<file path="src/rtl/lc3b_cache.sv">
// lc3b_cache: direct-mapped, write-back, write-allocate cache that sits between
// the LC-3b CPU word port and a line-wide physical memory port.
module lc3b_cache #(
   parameter int NUM_LINES  = 8,
   parameter int LINE_BYTES = 16
) (
   input  logic                    clk,
   input  logic                    rst_n,
   input  logic                    mem_read,
   input  logic                    mem_write,
   input  logic [1:0]              mem_byte_enable,
   input  logic [15:0]             mem_address,
   input  logic [15:0]             mem_wdata,
   output logic [15:0]             mem_rdata,
   output logic                    mem_resp,
   output logic                    pmem_read,
   output logic                    pmem_write,
   output logic [15:0]             pmem_address,
   output logic [8*LINE_BYTES-1:0] pmem_wdata,
   input  logic [8*LINE_BYTES-1:0] pmem_rdata,
   input  logic                    pmem_resp
);

   localparam int OFF  = $clog2(LINE_BYTES);
   localparam int IDX  = $clog2(NUM_LINES);
   localparam int TAGW = 16 - OFF - IDX;
   localparam int WB   = (OFF > 1) ? OFF - 1 : 1;

   typedef enum logic [1:0] {IDLE, RESPOND, WRITEBACK, FILL} state_t;

   state_t                  state;
   logic [NUM_LINES-1:0]    valid;
   logic [NUM_LINES-1:0]    dirty;
   logic [TAGW-1:0]         line_tag  [NUM_LINES];
   logic [8*LINE_BYTES-1:0] line_data [NUM_LINES];

   logic [IDX-1:0]  index;
   logic [TAGW-1:0] req_tag;
   logic [WB-1:0]   word_sel;
   logic            request;
   logic            hit;
   logic            fill_done;
   logic            write_hit;
   logic            unused_bits;

   assign index   = mem_address[OFF+IDX-1:OFF];
   assign req_tag = mem_address[15:OFF+IDX];
   assign unused_bits = mem_address[0];

   // With two-byte lines there is only one word, so the word select collapses to zero.
   generate
      if (OFF > 1) begin : g_word_sel
         assign word_sel = mem_address[OFF-1:1];
      end else begin : g_single_word
         assign word_sel = '0;
      end
   endgenerate

   assign request    = mem_read | mem_write;
   assign hit        = valid[index] && (line_tag[index] == req_tag);
   assign fill_done  = (state == FILL) && pmem_resp;
   assign write_hit  = (state == IDLE) && mem_write && hit;
   assign pmem_wdata = line_data[index];

   // Tag and data storage are never reset; only a completed fill or a write hit changes them.
   always_ff @(posedge clk) begin
      if (fill_done) begin
         line_data[index] <= pmem_rdata;
         line_tag[index]  <= req_tag;
      end else if (write_hit) begin
         if (mem_byte_enable[0])
            line_data[index][{word_sel, 4'b0000} +: 8] <= mem_wdata[7:0];
         if (mem_byte_enable[1])
            line_data[index][{word_sel, 4'b1000} +: 8] <= mem_wdata[15:8];
      end
   end

   // Controller: hit/miss decision, line writeback and fill sequencing, registered handshakes.
   always_ff @(posedge clk or negedge rst_n) begin
      if (!rst_n) begin
         state        <= IDLE;
         mem_resp     <= 1'b0;
         mem_rdata    <= '0;
         pmem_read    <= 1'b0;
         pmem_write   <= 1'b0;
         pmem_address <= '0;
         valid        <= '0;
         dirty        <= '0;
      end else begin
         mem_resp <= 1'b0;
         case (state)
            IDLE: begin
               if (request) begin
                  if (hit) begin
                     if (mem_write)
                        dirty[index] <= 1'b1;
                     else
                        mem_rdata <= line_data[index][{word_sel, 4'b0000} +: 16];
                     mem_resp <= 1'b1;
                     state    <= RESPOND;
                  end else if (valid[index] && dirty[index]) begin
                     pmem_write   <= 1'b1;
                     pmem_address <= {line_tag[index], index, {OFF{1'b0}}};
                     state        <= WRITEBACK;
                  end else begin
                     pmem_read    <= 1'b1;
                     pmem_address <= {req_tag, index, {OFF{1'b0}}};
                     state        <= FILL;
                  end
               end
            end
            RESPOND: begin
               state <= IDLE;
            end
            WRITEBACK: begin
               if (pmem_resp) begin
                  dirty[index] <= 1'b0;
                  pmem_write   <= 1'b0;
                  pmem_read    <= 1'b1;
                  pmem_address <= {req_tag, index, {OFF{1'b0}}};
                  state        <= FILL;
               end
            end
            FILL: begin
               if (pmem_resp) begin
                  valid[index] <= 1'b1;
                  dirty[index] <= 1'b0;
                  pmem_read    <= 1'b0;
                  state        <= IDLE;
               end
            end
            default: state <= IDLE;
         endcase
      end
   end

endmodule

</file>
<file path="config.mk">
export PLATFORM = sky130hd
export DESIGN_NAME = lc3b_cache
export DESIGN_NICKNAME = d
export VERILOG_FILES = /design/src/rtl/lc3b_cache.sv
export SDC_FILE = /design/constraint.sdc
export NUM_CORES = 1
export LEC_CHECK = 0
export CORE_UTILIZATION = 45
export CTS_CLUSTER_DIAMETER = 150
export DETAILED_ROUTE_END_ITERATION = 10
export GPL_ROUTABILITY_DRIVEN = 1
export PLACE_DENSITY = 0.71
export SLEW_MARGIN = 20
export SYNTH_ARGS = -nofsm -noshare
export SYNTH_HDL_FRONTEND = slang
export SYNTH_SLANG_ARGS = --single-unit
</file>
<file path="constraint.sdc">
create_clock -name clk -period 4 [get_ports clk]
set_input_delay 0.8 -clock clk [delete_from_list [all_inputs] [get_ports clk]]
set_output_delay 0.8 -clock clk [all_outputs]
set_load 0.02 [all_outputs]
</file>
# Yosys cells after proc, flatten, opt, wreduce, memory -nomap -nowiden
# Memory sizes are Yosys's and may differ from the RTL's.
# Index checks and enable logic that the tools add are counted.
[totals] memories=2 output_inout_bits=163 latch_bits=0 mem_bits_rw=1096 reg_bits=53 romBits=0 word_cells=613 inputBits=167
[classes] shift=5 n_mux=301 n_mul=0 n_reduce_logical=18 div=0 bitwise_logic=262 n_eq_ne=13 order_cmp=2 n_addsub=2
[mem_list] name="line_data" words=8 width=128 rd=1 rd_clocked_by_memory_dff=0 write_ports=1 line_no="35" text="logic [8*LINE_BYTES-1:0] line_data [NUM_LINES];"
[mem_list] name="line_tag" words=8 width=9 rd=1 rd_clocked_by_memory_dff=0 write_ports=1 line_no="34" text="logic [TAGW-1:0] line_tag [NUM_LINES];"
[op_table] operator="$mux 1" n=279
[op_table] operator="$or 1x1->1" n=257
[op_table] operator="$mux 128" n=2
[op_table] operator="$shift 8x9->128 const A" n=2
[op_table] operator="$shiftx 8x9->128" n=2
[op_table] operator="$shiftx 128x8->16" n=1
[op_table] operator="$mux 16" n=4
[op_table] operator="$mux 8" n=4
[op_table] operator="$pmux 16 s2" n=1
[op_table] operator="$neg 7->9" n=2
[op_table] operator="$or 8x8->8" n=2
[op_table] operator="$pmux 8 s2" n=1
[op_table] operator="$ne 2x2->1 const B" n=7
[op_table] operator="$reduce_and 5->1" n=2
[op_table] operator="$eq 9x9->1" n=1
[op_table] operator="$and 8x8->8" n=1
[op_table] operator="$mux 2" n=4
[op_table] operator="$not 8->8" n=1
[op_table] operator="$pmux 2 s4" n=1
[op_table] operator="$reduce_and 4->1" n=2
[op_table] operator="$bmux 1 s3" n=2
[op_table] operator="$logic_and 1x1->1" n=6
[op_table] operator="$reduce_and 6->1" n=1
[op_table] operator="$eq 2x2->1 const B" n=2
[op_table] operator="other kinds (14)" n=16

# Depth between registers and ports, before layout
[depth] ltp_word=9 ltp_mapped=15 ltp_nobuf=7

# Worst setup path before layout
# No wires, ideal clock.
[synth_timing] path_type="input to register" startpoint="in mem_address[6]" endpoint="mem line_data[7][16] (netlist name), enable pin" cell_stages=12 n_path_buf=5 t_arrival_ps=3828 setup_slack_ps=-203 cell_sequence="buf_2 > buf_2 > buf_2 > mux4_2 > mux2i_4 > xor2_1 > o2111ai_1 > nor4_2 > buf_4 > nand4_1 > clkbuf_1 > a21oi_1"
[synth_via] elab_chain_len=9
[synth_lines] item="start, declared" line_no="12" text="input logic [15:0] mem_address,"
[synth_lines] item="$mem_v2 8x9 / $bmux 1 s3 (equally long branches)"
[synth_lines] item="$eq 9x9->1 / $mux 1 (equally long branches)" line_no="60" text="assign hit = valid[index] && (line_tag[index] == req_tag);"
[synth_lines] item="$logic_and 1x1->1" line_no="60"
[synth_lines] item="$logic_and 1x1->1" line_no="62" text="assign write_hit = (state == IDLE) && mem_write && hit;"
[synth_lines] item="$mux 1" line_no="70" text="end else if (write_hit) begin"
[synth_lines] item="$mux 1" line_no="67" text="if (fill_done) begin"
[synth_lines] item="$mux 128 (not written as such)" line_no="72" text="line_data[index][{word_sel, 4'b0000} +: 8] <= mem_wdata[7:0];"
[synth_lines] item="$or 1x1->1 (no line) (2 in a row)"
[synth_lines] item="end, declared" line_no="35"
# Parallel ways exist; a longest one is shown, timed or not. The select of a mux whose other input is x is not followed.

# Final worst setup path
[layout_timing] startpoint="in mem_address[6]" endpoint="out pmem_wdata[95]"
[layout_via] elab_chain_len=1
[layout_lines] item="$mem_v2 8x128"
[layout_lines] item="end, declared" line_no="19" text="output logic [8*LINE_BYTES-1:0] pmem_wdata,"
# No other way between the ends.

==> impl_metrics.py <==
metrics = {
    "status": {
        "run_status": "finished, violations left",
        "failed_checks": "setup timing",
    },
    "clock_network": {
        "cts_buffers": 107,
        "htree_levels": 3,
        "postCtsHoldBufs": 0,
        "root_buffer": "clkbuf_16",
        "cts_tree": "yes",
        "cts_buffer_depth": 3,
        "clock_latency_ps": 700,
        "path_clk_slew_ps": 60,
        "clkSinkCount": 1145,
    },
    "sta": {
        "fmax_ghz": 0.250,
        "slew_violations": 0,
        "finalSetupViolCount": 1,
        "worst_slew_pin_slew_ps": 1060,
        "slew_headroom": 0.296,
        "skew_ps": 47.3,
        "period_share": 1.00,
        "rsz0062_at_grt": "no",
        "fin_ws_ps": -5.44,
        "hold_viol_final": 0,
        "period_minus_slack_ps": 4010,
    },
    "power_and_ir_drop": {
        "ir_drop_uv": 401,
        "sw_frac_of_total": 0.244,
        "intPower_uw": 21000,
        "pwr-share-comb": 0.130,
        "pwr-share-clk": 0.374,
        "power_uw": 27800,
        "p_leak_uw": 0.0203,
        "power_frac_seq": 0.496,
        "pwr_density_cell_nw_per_um2": 475,
        "p_sw_uw": 6790,
    },
    "detailed_routing": {
        "drcViolationCount": 0,
        "wl_um": 148000,
        "avgViaCountPerCell": 6.24,
        "ant_nets": 0,
        "routedWlPerCell_um": 30.6,
        "vias": 30200,
        "firstDrtPassIters": 5,
        "dr.first_iter.drc_count": 4498,
    },
    "final_layout": {
        "drive_above_1_share": 0.289,
        "nets": 3617,
        "finish.utilization": 0.593,
        "syn_to_final_growth_pct": 30.0,
    },
    "synth": {
        "synthMuxAreaShare": 0.0625,
        "synth_fa_ha_area_frac": 0.00167,
        "yosysTopAreaCell": "edfxtp_1",
        "synth_edf_count": 1096,
        "synth_cell_type_count": 59,
        "synth-seq-area-share": 0.759,
        "avgSynthCellArea_um2": 16.9,
        "syn_inst": 2661,
        "synth-compound-area-share": 0.110,
        "synth_area_leaders": "edfxtp_1 73%, a22oi_1 8.7%, mux2_2 3.3%",
        "ys_ff_latch": 1145,
        "ys.flop_type": "edfxtp_1",
        "synth_xor_area_frac": 0.000973,
        "synth_area_um2": 45000,
        "synthTopCellsByCount": "1096 x edfxtp_1, 522 x a22oi_1, 139 x clkbuf_1, 133 x a21oi_1, 132 x nand4_1",
        "synth_top_family_by_area": "compound AO/OA/AOI/OAI gates",
        "async_reset_ff_frac": 0.0428,
        "yosysWarnings": 0,
        "yosys.area.top_type_share": 0.731,
        "synth_most_common_cell": "edfxtp_1",
        "synth_simple_gate_area_frac": 0.0464,
    },
    "placement": {
        "place.gp.congestion": 0.929,
        "io_buffers": 324,
        "post-dp-hpwl_um": 103000,
    },
    "global_route": {
        "grt_pass1_vias": 29700,
        "grt_pass1_wl_um": 210000,
        "grt_max_degree": 57,
        "track_usage": 0.288,
        "overflow": 0,
        "antenna_found_initial": 15,
    },
    "critical_path": {
        "crit_slowest_cell": "clkdlybuf4s50_1",
        "cp.required_ps": 3200,
        "critPathKind": "in -> out",
        "cp_top_family": "buffers and inverters",
        "end_kind": "output port",
        "cp-start-kind": "primary input",
        "crit_chain": "clkdlybuf4s50_1, buf_12, buf_12, and3_4, buf_12, buf_12, a22oi_1, nand4_1, dlygate4sd2_1",
        "slowest_delay_ps": 460,
        "crit_fanout": 21,
        "crit_buf_inv": 6,
        "reg2regPathDepth": 9,
        "critPathMostFrequentCell": "buf_12",
        "worstSetupPathDepth": 9,
        "crit_arrival_ps": 3210,
        "rrSetupSlack_ps": 650,
    },
    "min_path": {
        "hold_path.class": "in -> async",
    },
    "die": {
        "core_area_um2": 98700,
        "dieHeight_um": 318,
        "initial_core_util": 0.456,
        "die_w_um": 318,
        "io_pins": 330,
        "die_area_um2": 101000,
        "num_rows": 115,
    },
    "flow_run": {
        "drv_cap": 0,
    },
}
-- final timing paths --
path                                start                         end
setup / recovery           mem_address[6]              pmem_wdata[95]
hold / removal                      rst_n                    valid[7]
setup reg to reg           line_tag[5][0]            line_data[7][12]
hold reg to reg                  valid[6]                    valid[6]
max in group asynchronous           rst_n  asynchronous set/reset pin
min in group clk                 valid[6]                    valid[6]
-- kinds of logic (layout without fill, tap and decap cells) --
kind of cell	count (synthesis)	after routing
xor gates and xnor gates	5	5
buffers and inverters	222	1097
adders and majority gates	6	6
AOI/OAI and AO/OA	705	705
DFF	1145	1145
and+or+nand+nor	358	358
other	1	15
muxes	219	219
-- sequential cells by signal (all words and copies together), names as in the netlist, named ones only --
register,count
line_data,1024
mem_resp,1
valid,8
pmem_address,12
pmem_read,1
line_tag,72
pmem_write,1
state,2
mem_rdata,16
-- layout by cell type (no fill, tap or decap), drive strengths merged, types with 16 or more instances in the layout --
cell type,synthesis,layout
clkinv,0,45
nor2b,16,16
dfrtp,49,49
a21oi,133,133
clkdlybuf4s50,0,191
and3,36,36
nor2,67,67
mux2,143,143
dlygate4sd2,0,76
nand2,53,53
o21ai,19,19
mux2i,43,43
buf,63,598
nand4,141,141
mux4,33,33
a22oi,522,522
inv,20,23
clkbuf,139,139
edfxtp,1096,1096
-- repair_timing --
action,4_1_cts,5_1_grt
pin swaps,4,18
endpoints found under the setup margin,90,35
setup buffers,5,20
resized for setup,90,6
cloned,1,0
-- per-layer routing --
| metal | wire [um] | GRT usage |
|---|---|---|
| met1 | 53500 | 0.375 |
| met2 | 67400 | 0.434 |
| met3 | 20900 | 0.105 |
| met4 | 6110 | 0.123 |
| met5 | 93 | 0 |
-- power by group through the flow --
stage	registers, uW	logic (uW)	clock network [uW]
floorplan	14100	1470	0
global placement	14000	3470	0
detailed placement	14100	3550	0
CTS	13800	3510	10400
global route	13800	3720	10900
finish	13800	3600	10400
-- through the flow --
| step | instances | hold slack (ps) | worst slack (ps) | TNS, ps | cell area [um^2] |
|---|---|---|---|---|---|
| after floorplan | 2664 | 434 | -165 | -78140 | 45300 |
| after global placement | 4596 | 446 | -385 | -361000 | 54700 |
| after detailed placement | 4596 | 452 | -435 | -527630 | 54700 |
| after CTS | 4806 | 239 | 8.83 | 0 | 58300 |
| after global routing | 4826 | 304 | 0.0639 | 0 | 58500 |
| final | 4837 | 246 | -5.44 | -5.44 | 58500 |
-- layout make-up --
| cell class | instances | area (um^2) |
|---|---|---|
| Fill cell | 7136 | 40200 |
| Sequential cell | 1145 | 34100 |
| Multi-Input combinational cell | 1297 | 10400 |
| Timing Repair Buffer | 873 | 8670 |
| Clock buffer | 139 | 2910 |
| Tap cell | 1287 | 1610 |
| Clock inverter | 65 | 712 |
| Inverter | 20 | 75.1 |
| Antenna cell | 11 | 27.5 |
Power figures use the tool's default switching activity.
